`config.mk`:
```
export PLATFORM = sky130hd
export DESIGN_NAME = note_tone_gen
export DESIGN_NICKNAME = d
export VERILOG_FILES = /design/src/rtl/note_tone_gen.sv
export SDC_FILE = /design/constraint.sdc
export NUM_CORES = 1
export LEC_CHECK = 0
export BUFFER_PORTS_ARGS = -buffer_cell sky130_fd_sc_hd__buf_2
export CAP_MARGIN = 25
export CORE_MARGIN = 1.5
export CORE_UTILIZATION = 55
export CTS_BUF_LIST = sky130_fd_sc_hd__clkbuf_16
export DETAILED_ROUTE_END_ITERATION = 8
export PLACE_DENSITY_LB_ADDON = 0.1
export SLEW_MARGIN = 15
export SYNTH_ARGS = -nofsm -noshare
export SYNTH_HDL_FRONTEND = slang
export SYNTH_SLANG_ARGS = --single-unit
```
`constraint.sdc`:
```
create_clock -name i_clk -period 3.5 [get_ports i_clk]
set_input_delay 0.35 -clock i_clk [delete_from_list [all_inputs] [get_ports i_clk]]
set_output_delay 0.35 -clock i_clk [all_outputs]
set_load 0.02 [all_outputs]
```
`src/rtl/note_tone_gen.sv`:
```
// note_tone_gen: dual phase-accumulator square-wave generator (note tone and beat clock).
// Each channel toggles its output whenever the accumulator wraps past CLK_HZ.
module note_tone_gen #(
  parameter int CLK_HZ = 50_000_000,
  parameter int FREQ_W = 24
) (
  input  logic              i_clk,
  input  logic              i_rst_n,
  input  logic [FREQ_W-1:0] i_freq,
  input  logic [FREQ_W-1:0] i_beat_freq,
  output logic              o_pulse,
  output logic              o_beat,
  output logic              o_beat_tick
);
  localparam int AW = $clog2(CLK_HZ) + 2;
  localparam int SW = ((AW > FREQ_W + 1) ? AW : FREQ_W + 1) + 1;
  logic [1:0] w_q;
  logic       r_tick;
  for (genvar c = 0; c < 2; c++) begin : g_ch
    logic [FREQ_W-1:0] w_f;
    logic [SW-1:0]     w_step, w_sum;
    logic              w_sat, w_wrap, w_q_nxt;
    logic [AW-1:0]     w_acc_nxt, r_acc;
    logic              r_q;
    assign w_f       = (c == 0) ? i_freq : i_beat_freq;
    assign w_step    = SW'(w_f) << 1;
    assign w_sum     = SW'(r_acc) + w_step;
    assign w_sat     = w_step >= SW'(CLK_HZ);
    assign w_wrap    = w_sum >= SW'(CLK_HZ);
    // Saturated channels hold acc at 0 and toggle every cycle (CLK_HZ/2 output).
    assign w_acc_nxt = (w_f == '0 || w_sat) ? '0 :
                       w_wrap ? AW'(w_sum - SW'(CLK_HZ)) : AW'(w_sum);
    assign w_q_nxt   = (w_f == '0) ? 1'b0 : (w_sat || w_wrap) ? ~r_q : r_q;
    always_ff @(posedge i_clk or negedge i_rst_n) begin
      if (!i_rst_n) begin
        r_acc <= '0;
        r_q   <= 1'b0;
      end else begin
        r_acc <= w_acc_nxt;
        r_q   <= w_q_nxt;
      end
    end
    assign w_q[c] = r_q;
    if (c == 1) begin : g_tick
      always_ff @(posedge i_clk or negedge i_rst_n) begin
        if (!i_rst_n) r_tick <= 1'b0;
        else          r_tick <= w_q_nxt & ~r_q;
      end
    end
  end
  assign o_pulse     = w_q[0];
  assign o_beat      = w_q[1];
  assign o_beat_tick = r_tick;
endmodule

```
==> run_results.csv <==
group,metric,value,unit
synth,synthFlopType,"dfrtp_1",
synth,synth_seq_cells,57,
cts,cts_sinks,57,
route,wl,28400,um
floorplan,die_width,109,um
synth,yosysMostFrequentCell,"a21oi_1",
critical_path,path_class,"flip-flop to flip-flop",
critical_path,reg2regPathDepth,14,
run_status,status,"finished with violations",
cts,cts_tree,"built",
critical_path,worstSetupEndpointType,"flip-flop",
global_routing,grt_util_all_layers,40.4,%
sta,maxSlewViolCount,0,
placed_design,place_ws,-475,ps
cts,clkTransAtPathRegs,60,ps
synth,synth_cell_types,78,
floorplan,rows,38,
critical_path,cpMaxStageDelayCell,"o41ai_1",
route,via_per_inst,6.93,
cts,worstSkewPairLatency,350,ps
sta,min_period,4560,ps
critical_path,crit_start,"g_ch[0].r_acc[1]$_DFF_PN0_",
synth,synth_area_leaders,"dfrtp_1 (23%), ha_1 (10%), a21oi_1 (6.5%)",
sta,setup_slack,-1060,ps
sta,fin_setup_tns,-21830,ps
placed_design,dpl_cell_area,0.00828,mm^2
sta,rsz0062_at_grt,"true",
critical_path,crit_arrival,4740,ps
floorplan,dieHeight,109,um
critical_path,cp_common_cell,"buf_4",
route,initialDrtViolationCount,1112,
floorplan,coreArea,0.0109,mm^2
cts,cts_buffer_depth,2,
global_routing,grt_max_degree,31,
synth,syn_area,0.00620,mm^2
min_path,hold_class,"primary input to async pin",
route,detail-route-antenna-nets,0,
route,post_drt_wl_per_cell,23.0,um
sta,finalHoldViolCount,0,
critical_path,worstPathMaxFanout,8,
synth,syn-num-nets,904,
sta,fin_crit_sh,130,%
route,vias,8569,
cts,numCtsBuffers,9,
synth,avgSynthCellArea,7.73,um^2
route,drc,1,
finish,final-instance-count-excl-fill,1236,
cts,cts_max_level,3,
synth,synth_top_area_cell,"dfrtp_1",
global_routing,grt.overflow.total,0,
run_status,violations,"DRC, setup timing",
route,firstDrtPassIters,8,
placed_design,gp_congestion,0.998,
finish,nNetsFinal,1193,
finish,nFillCells,537,
synth,yosysSeqAreaShare,23.0,%
synth,synth_top_area_share,23.0,%
placed_design,dp.cells,1181,
finish,drive_gt1_share,41.3,%
finish,design_area,0.00957,mm^2
finish,diodes,0,
run,maxCapViolations,0,
floorplan,dieArea,0.0119,mm^2
sta,skew,8.07,ps
critical_path,required,3680,ps
synth,async_flop_share,100,%
global_routing,grt_pass1_vias,7872,
placed_design,dp_hpwl,17200,um
global_routing,antenna_found_initial,0,
placed_design,port_buffers,52,
sta,tightestPinTransition,680,ps
floorplan,start_util,56.7,%
finish,syn_to_final_growth,54.4,%
critical_path,worstReg2RegStart,"g_ch[0].r_acc[1]$_DFF_PN0_",
cts,root_buffer,"clkbuf_16",
synth,syn_inst,802,
floorplan,io_pins,53,
sta,finalSetupViolCount,45,
synth,yosysWarnings,0,
critical_path,crit_chain,"ha_4, fa_2, nand3_4, a21oi_1, o211ai_1, a31oi_1, a2111oi_4, nand2_2, or4_4, o31ai_4, buf_4, buf_4, a31oi_4, o41ai_1",
sta,slew_headroom,54.7,%
critical_path,cp-start-kind,"flip-flop",
global_routing,grt_pass1_wl,37200,um
critical_path,cp_slowest_stage_delay,590,ps
synth,synth_common_cells,"a21oi_1 (80), nor2_1 (77), nand2_1 (73)",
synth,synth-edff-count,0,
sta,max_freq,219,MHz
-- cell type report --
| cell class | instances | area (um^2) | area share [%] |
|---|---|---|---|
| clock buffers | 9 | 225 | 2.35 |
| flip-flops and latches | 57 | 1430 | 14.9 |
| well taps | 140 | 175 | 1.83 |
| clock inverters | 7 | 62.6 | 0.654 |
| repair buffers | 303 | 2220 | 23.2 |
| multi-input cells | 705 | 5410 | 56.5 |
| inverters | 15 | 56.3 | 0.589 |
-- layer usage --
metal	GRT usage (%)	vias to the layer above	part of all wire (%)
li1	-	3614	-
met1	45.1	3974	35
met2	70.6	725	47
met3	8.13	256	9.4
met4	24.1	0	8.5
met5	0	-	0
-- through the flow --
stage / util, % / hold slack (ps)
after CTS: 82.0 / 69.3
after detailed placement: 75.7 / 428
final: 87.5 / 29.3
after global placement: 75.7 / 420
after floorplan: - / 54.4
after global routing: 87.5 / 93.2
-- registers in the layout, summed over array words and instances, names as in the netlist --
| signal | flops |
|---|---|
| g_ch.r_acc | 54 |
| o_pulse | 1 |
| o_beat | 1 |
| o_beat_tick | 1 |
-- cell families after synthesis --
family	share of synthesized area [%]
compound gates	29.3
simple gates	26.2
xor+xnor	6.64
fa+ha+maj	10.7
mux	1.35
flops	23.0
buf+inv	2.73
-- worst max-delay path: cells and delay by family (launching register included) --
| kind | cells | cell delay, ps |
|---|---|---|
| compound gates | 7 | 2220 |
| simple gates | 3 | 880 |
| fa+ha+maj | 2 | 590 |
| flops | 1 | 390 |
| buf+inv | 2 | 290 |
-- path summary, 6_finish.rpt --
check / end / slack (ps)
setup / recovery: g_ch[0].r_acc[22]$_DFF_PN0_ / -1060
hold / removal: g_ch[1].r_acc[1]$_DFF_PN0_ / 30
setup reg to reg: g_ch[0].r_acc[22]$_DFF_PN0_ / -1060
hold reg to reg: o_beat_tick$_DFF_PN0_ / 490
max in group asynchronous: g_ch[0].r_acc[18]$_DFF_PN0_ / 2570
min in group i_clk: g_ch[1].r_acc[1]$_DFF_PN0_ / 450
-- timing repair --
action                     4_1_cts  5_1_grt
pin swaps                       52       65
setup buffers                   14       27
gates cloned                     2        0
hold buffers                     0        0
setup endpoints to repair       45       45
gates resized for setup         70       88
-- cell usage in the layout, fill, tap and decap left out, types with 17 or more instances in the layout --
| cell | netlist | routed |
|---|---|---|
| a21o_1 | 18 | 18 |
| buf_2 | 3 | 52 |
| nor2_1 | 77 | 73 |
| a21oi_2 | 1 | 21 |
| nand2_1 | 73 | 69 |
| buf_4 | 0 | 233 |
| nand3_1 | 29 | 25 |
| xor2_1 | 19 | 17 |
| a21oi_1 | 80 | 56 |
| dfrtp_1 | 57 | 57 |
| o211ai_1 | 17 | 17 |
| buf_6 | 1 | 17 |
| o21ai_0 | 53 | 30 |
| xnor2_1 | 28 | 20 |
| ha_1 | 50 | 41 |
Power is not shown: default switching activity piles up to over one toggle a cycle in this logic, so the estimate is an artifact.
